### src/rtl/grf_wb_queue.sv
// In-order writeback queue in front of the GRF write port. Buffers register writes while the
// GRF is stalled and exposes the newest pending value per register through two lookup ports.
module grf_wb_queue #(
  parameter int unsigned DEPTH = 4,
  parameter int unsigned DW    = 32
) (
  input  logic                     Clk,
  input  logic                     Reset,
  input  logic                     In_Valid,
  output logic                     In_Ready,
  input  logic [4:0]               In_A3,
  input  logic [DW-1:0]            In_WD,
  input  logic [DW-1:0]            In_PC,
  input  logic                     Drain_En,
  output logic                     RegWrite,
  output logic [4:0]               A3,
  output logic [DW-1:0]            WD,
  output logic [DW-1:0]            PC,
  input  logic [4:0]               Q_A1,
  output logic                     Q_Hit1,
  output logic [DW-1:0]            Q_D1,
  input  logic [4:0]               Q_A2,
  output logic                     Q_Hit2,
  output logic [DW-1:0]            Q_D2,
  output logic [$clog2(DEPTH):0]   Count
);

  localparam int unsigned AW = $clog2(DEPTH);
  localparam int unsigned CW = AW + 1;

  logic [AW-1:0] head_q, head_d;
  logic [AW-1:0] tail_q, tail_d;
  logic [CW-1:0] count_q, count_d;

  logic [4:0]    a3_q [DEPTH];
  logic [4:0]    a3_d [DEPTH];
  logic [DW-1:0] wd_q [DEPTH];
  logic [DW-1:0] wd_d [DEPTH];
  logic [DW-1:0] pc_q [DEPTH];
  logic [DW-1:0] pc_d [DEPTH];

  logic          push;
  logic          store;
  logic          pop;
  logic [AW-1:0] lk_idx;

  // Ready depends only on occupancy, never on this cycle's drain.
  assign In_Ready = (count_q != CW'(DEPTH));
  assign RegWrite = (count_q != '0) && Drain_En;
  assign Count    = count_q;

  assign push  = In_Valid && In_Ready;
  // Writes to r0 complete the handshake but are dropped.
  assign store = push && (In_A3 != 5'd0);
  assign pop   = RegWrite;

  always_comb begin
    head_d  = head_q;
    tail_d  = tail_q;
    count_d = count_q;
    a3_d    = a3_q;
    wd_d    = wd_q;
    pc_d    = pc_q;
    if (store) begin
      a3_d[tail_q] = In_A3;
      wd_d[tail_q] = In_WD;
      pc_d[tail_q] = In_PC;
      tail_d       = tail_q + AW'(1);
    end
    if (pop) begin
      head_d = head_q + AW'(1);
    end
    unique case ({store, pop})
      2'b10:   count_d = count_q + CW'(1);
      2'b01:   count_d = count_q - CW'(1);
      default: count_d = count_q;
    endcase
  end

  always_ff @(posedge Clk or posedge Reset) begin
    if (Reset) begin
      head_q  <= '0;
      tail_q  <= '0;
      count_q <= '0;
    end else begin
      head_q  <= head_d;
      tail_q  <= tail_d;
      count_q <= count_d;
    end
  end

  // Payload needs no reset: only entries covered by count_q are ever observed.
  always_ff @(posedge Clk) begin
    a3_q <= a3_d;
    wd_q <= wd_d;
    pc_q <= pc_d;
  end

  always_comb begin
    A3 = '0;
    WD = '0;
    PC = '0;
    if (count_q != '0) begin
      A3 = a3_q[head_q];
      WD = wd_q[head_q];
      PC = pc_q[head_q];
    end
  end

  // Walk oldest to newest so the last match (the newest) wins.
  always_comb begin
    Q_Hit1 = 1'b0;
    Q_D1   = '0;
    Q_Hit2 = 1'b0;
    Q_D2   = '0;
    lk_idx = '0;
    for (int i = 0; i < DEPTH; i++) begin
      lk_idx = head_q + AW'(i);
      if (CW'(i) < count_q) begin
        if ((Q_A1 != 5'd0) && (a3_q[lk_idx] == Q_A1)) begin
          Q_Hit1 = 1'b1;
          Q_D1   = wd_q[lk_idx];
        end
        if ((Q_A2 != 5'd0) && (a3_q[lk_idx] == Q_A2)) begin
          Q_Hit2 = 1'b1;
          Q_D2   = wd_q[lk_idx];
        end
      end
    end
  end

endmodule

### config.mk
export PLATFORM = sky130hd
export DESIGN_NAME = grf_wb_queue
export DESIGN_NICKNAME = d
export VERILOG_FILES = /design/src/rtl/grf_wb_queue.sv
export SDC_FILE = /design/constraint.sdc
export NUM_CORES = 1
export LEC_CHECK = 0
export CAP_MARGIN = 20
export CORE_UTILIZATION = 70
export DETAILED_ROUTE_END_ITERATION = 8
export DONT_BUFFER_PORTS = 1
export GPL_ROUTABILITY_DRIVEN = 0
export PLACE_DENSITY_LB_ADDON = 0.3
export REMOVE_ABC_BUFFERS = 1
export SETUP_SLACK_MARGIN = 0.2
export SYNTH_ARGS = -nofsm -noshare
export SYNTH_HDL_FRONTEND = slang
export SYNTH_SLANG_ARGS = --single-unit
### constraint.sdc
create_clock -name Clk -period 8.3 [get_ports Clk]
set_input_delay 0.83 -clock Clk [delete_from_list [all_inputs] [get_ports Clk]]
set_output_delay 0.83 -clock Clk [all_outputs]
set_load 0.01 [all_outputs]
==> results.yml <==
status:
  status: "finished with violations"
  violations: "design-rule violations"
yosys:
  syn_area_mm2: 0.0159
  synth_seq_cells: 283
  ys_warn_count: 0
  synth_edf_count: 276
  yosysSeqAreaShare_pct: 53.2
  synth-main-ff-cell: "edfxtp_1"
  synth.distinct_cells: 47
  syn_inst: 1357
  syn_avg_cell_area_um2: 11.7
  async_flop_share_pct: 2.47
setup_path:
  end_kind: "primary output"
  cp_data_arrival_time_ns: 5.01
  start_kind: "flop"
  critical_path_class: "flop to primary output"
  critPathMaxFanout: 69
  cp_data_required_time_ns: 7.47
power:
  peakVddDrop_mv: 0.262
  cellLeakagePower_nw: 6.00
  p_per_area_mw_per_mm2: 389
  total_power_mw: 6.58
timing:
  fmax_ghz: 0.171
  tightest_slew_ns: 1.06
  finalCritPeriodShare_pct: 70.4
  slew_headroom_pct: 29.4
  fin_setup_tns_ns: 0
  hold_viol: 0
  slew_violations: 0
  rsz0062_at_grt: "false"
  skew_ns: 0.0247
  min_period_ns: 5.84
  finalSetupViolations: 0
cts:
  cts_resized: 0
  worst_skew_pair.late_latency_ns: 0.56
  cts_tree: "done"
  clk_transition_reported_paths_ns: 0.06
  numCtsBuffers: 28
  cts_setup_buffers: 0
  cts_max_path_buffers: 3
  clock-root-buffer: "clkbuf_16"
  clock-sinks: 283
  h-tree-depth: 1
  holdBufCountCts: 0
min_path:
  hold_class: "primary input to async pin"
grt:
  grtUsageMet2_pct: 55.0
  use_met1_pct: 42.9
  busiest_layer: "met2"
  grt_use_total_pct: 33.4
  grt_util_met3_pct: 9.78
  grt_max_degree: 89
  antenna_found_initial: 0
  grt_pass1_wl_mm: 59.9
  grt_pass1_vias: 10600
  overflow: 0
floorplan:
  die_w_um: 153
  die_area_mm2: 0.0234
  io-pin-count: 223
  row_count: 54
  core_area_mm2: 0.0221
  initial_core_util_pct: 72.1
  die_h_um: 153
drt:
  dr.pass1.iters: 9
  avgRoutedWirePerCell_um: 24.4
  routed_wl_mm: 38.9
  drtIter0Drc: 1003
  num_vias: 11100
  post-route-drc-count: 17
  via_per_inst: 6.95
  drtAntennaViolNets: 0
layout:
  final_util_pct: 76.5
  syn_to_final_growth_pct: 6.15
  fill_cells: 1401
  finalInstanceArea_mm2: 0.0169
  final_cell_mix: "276 x edfxtp_1, 183 x nand2_1, 139 x nor2_1"
  antenna_cells: 0
  mostFrequentLayoutCell: "edfxtp_1"
  drive_gt1_share_pct: 14.4
  final_nets: 1381
placement:
  port_buffers: 0
  dpl_cell_area_mm2: 0.0159
  dpl.hpwl_mm: 24.1
flow_run:
  drv_cap: 0
routing by layer:
layer,share of wire [%],wire length (um)
met2,48,18800
met5,0,0
met1,37,14200
met3,12,4630
met4,3.2,1230
worst max-delay path, stage by stage, from the launching register on:
cell      delay, ns
dfrtp_4        0.65
buf_4          0.81
inv_4          0.42
mux2_2         0.43
xnor2_1        0.14
nor4_2         0.21
buf_4          0.59
nor2b_1        0.41
a211oi_1       0.72
state kept, by name, summed over array words and instances (netlist names):
name    cells
tail_q      2
pc_q      128
head_q      2
a3_q       20
wd_q      128
Count       3
kinds of logic (layout without fill, tap and decap cells):
family	Yosys count	after routing	synth area share (%)
fa+ha+maj	9	9	0.707
mux	205	205	17.2
simple gates	443	443	12.0
compound gates	215	215	10.3
flops	283	283	53.2
buf+inv	159	113	4.26
xor+xnor	43	43	2.37
metrics by stage:
| step | hold slack [ns] | setup WS [ns] | cells |
|---|---|---|---|
| 6_report | 0.146 | 2.46 | 1591 |
| 5_1_grt | 0.155 | 2.08 | 1591 |
| 4_1_cts | 0.141 | 2.52 | 1589 |
| 3_5_place_dp | 0.613 | 3.13 | 1537 |
| 3_3_place_gp | 0.616 | 3.21 | 1537 |
| 2_1_floorplan | 0.580 | -4.87 | 1237 |
power by group:
group / internal (mW) / switching, mW
clock: 0.744 / 0.527
sequential: 1.89 / 0.190
combinational: 1.16 / 2.07
total: 3.79 / 2.79
worst paths after layout:
path,depth (start not counted),endpoint,start,slack [ns]
max,8,Q_D1[23],head_q[0],2.46
min,1,head_q[0],Reset,0.15
max reg2reg,7,pc_q[94],Count[0],5.07
min reg2reg,2,tail_q[1],tail_q[1],0.63
max in group asynchronous,1,head_q[1],Reset,7.86
min in group Clk,0,pc_q[54],In_PC[22],0.37
area by class of cell:
class / instances / area, um2 / share of cell area, %
Clock buffer: 32 / 716 / 4.23
Clock inverter: 20 / 213 / 1.26
Inverter: 39 / 149 / 0.881
Multi-Input combinational cell: 915 / 6800 / 40.3
Sequential cell: 283 / 8470 / 50.1
Tap cell: 280 / 350 / 2.07
Timing Repair Buffer: 22 / 198 / 1.17
synth_stat cells (19+ instances only):
master,n,area (um2)
a21oi_1,36,180
inv_1,37,139
edfxtp_1,276,8290
nand2_1,183,687
o221a_1,22,248
o31ai_1,23,173
a221oi_2,19,285
xnor2_1,29,254
o21ai_0,35,175
buf_2,26,130
clkbuf_1,68,255
nor2_1,139,522
nor2b_1,40,250
mux4_2,51,1150
buf_1,19,71.3
mux2_2,34,383
mux2i_1,120,1200
a31oi_1,29,181
nor3_1,44,220
(Power assumes the default switching activity.)
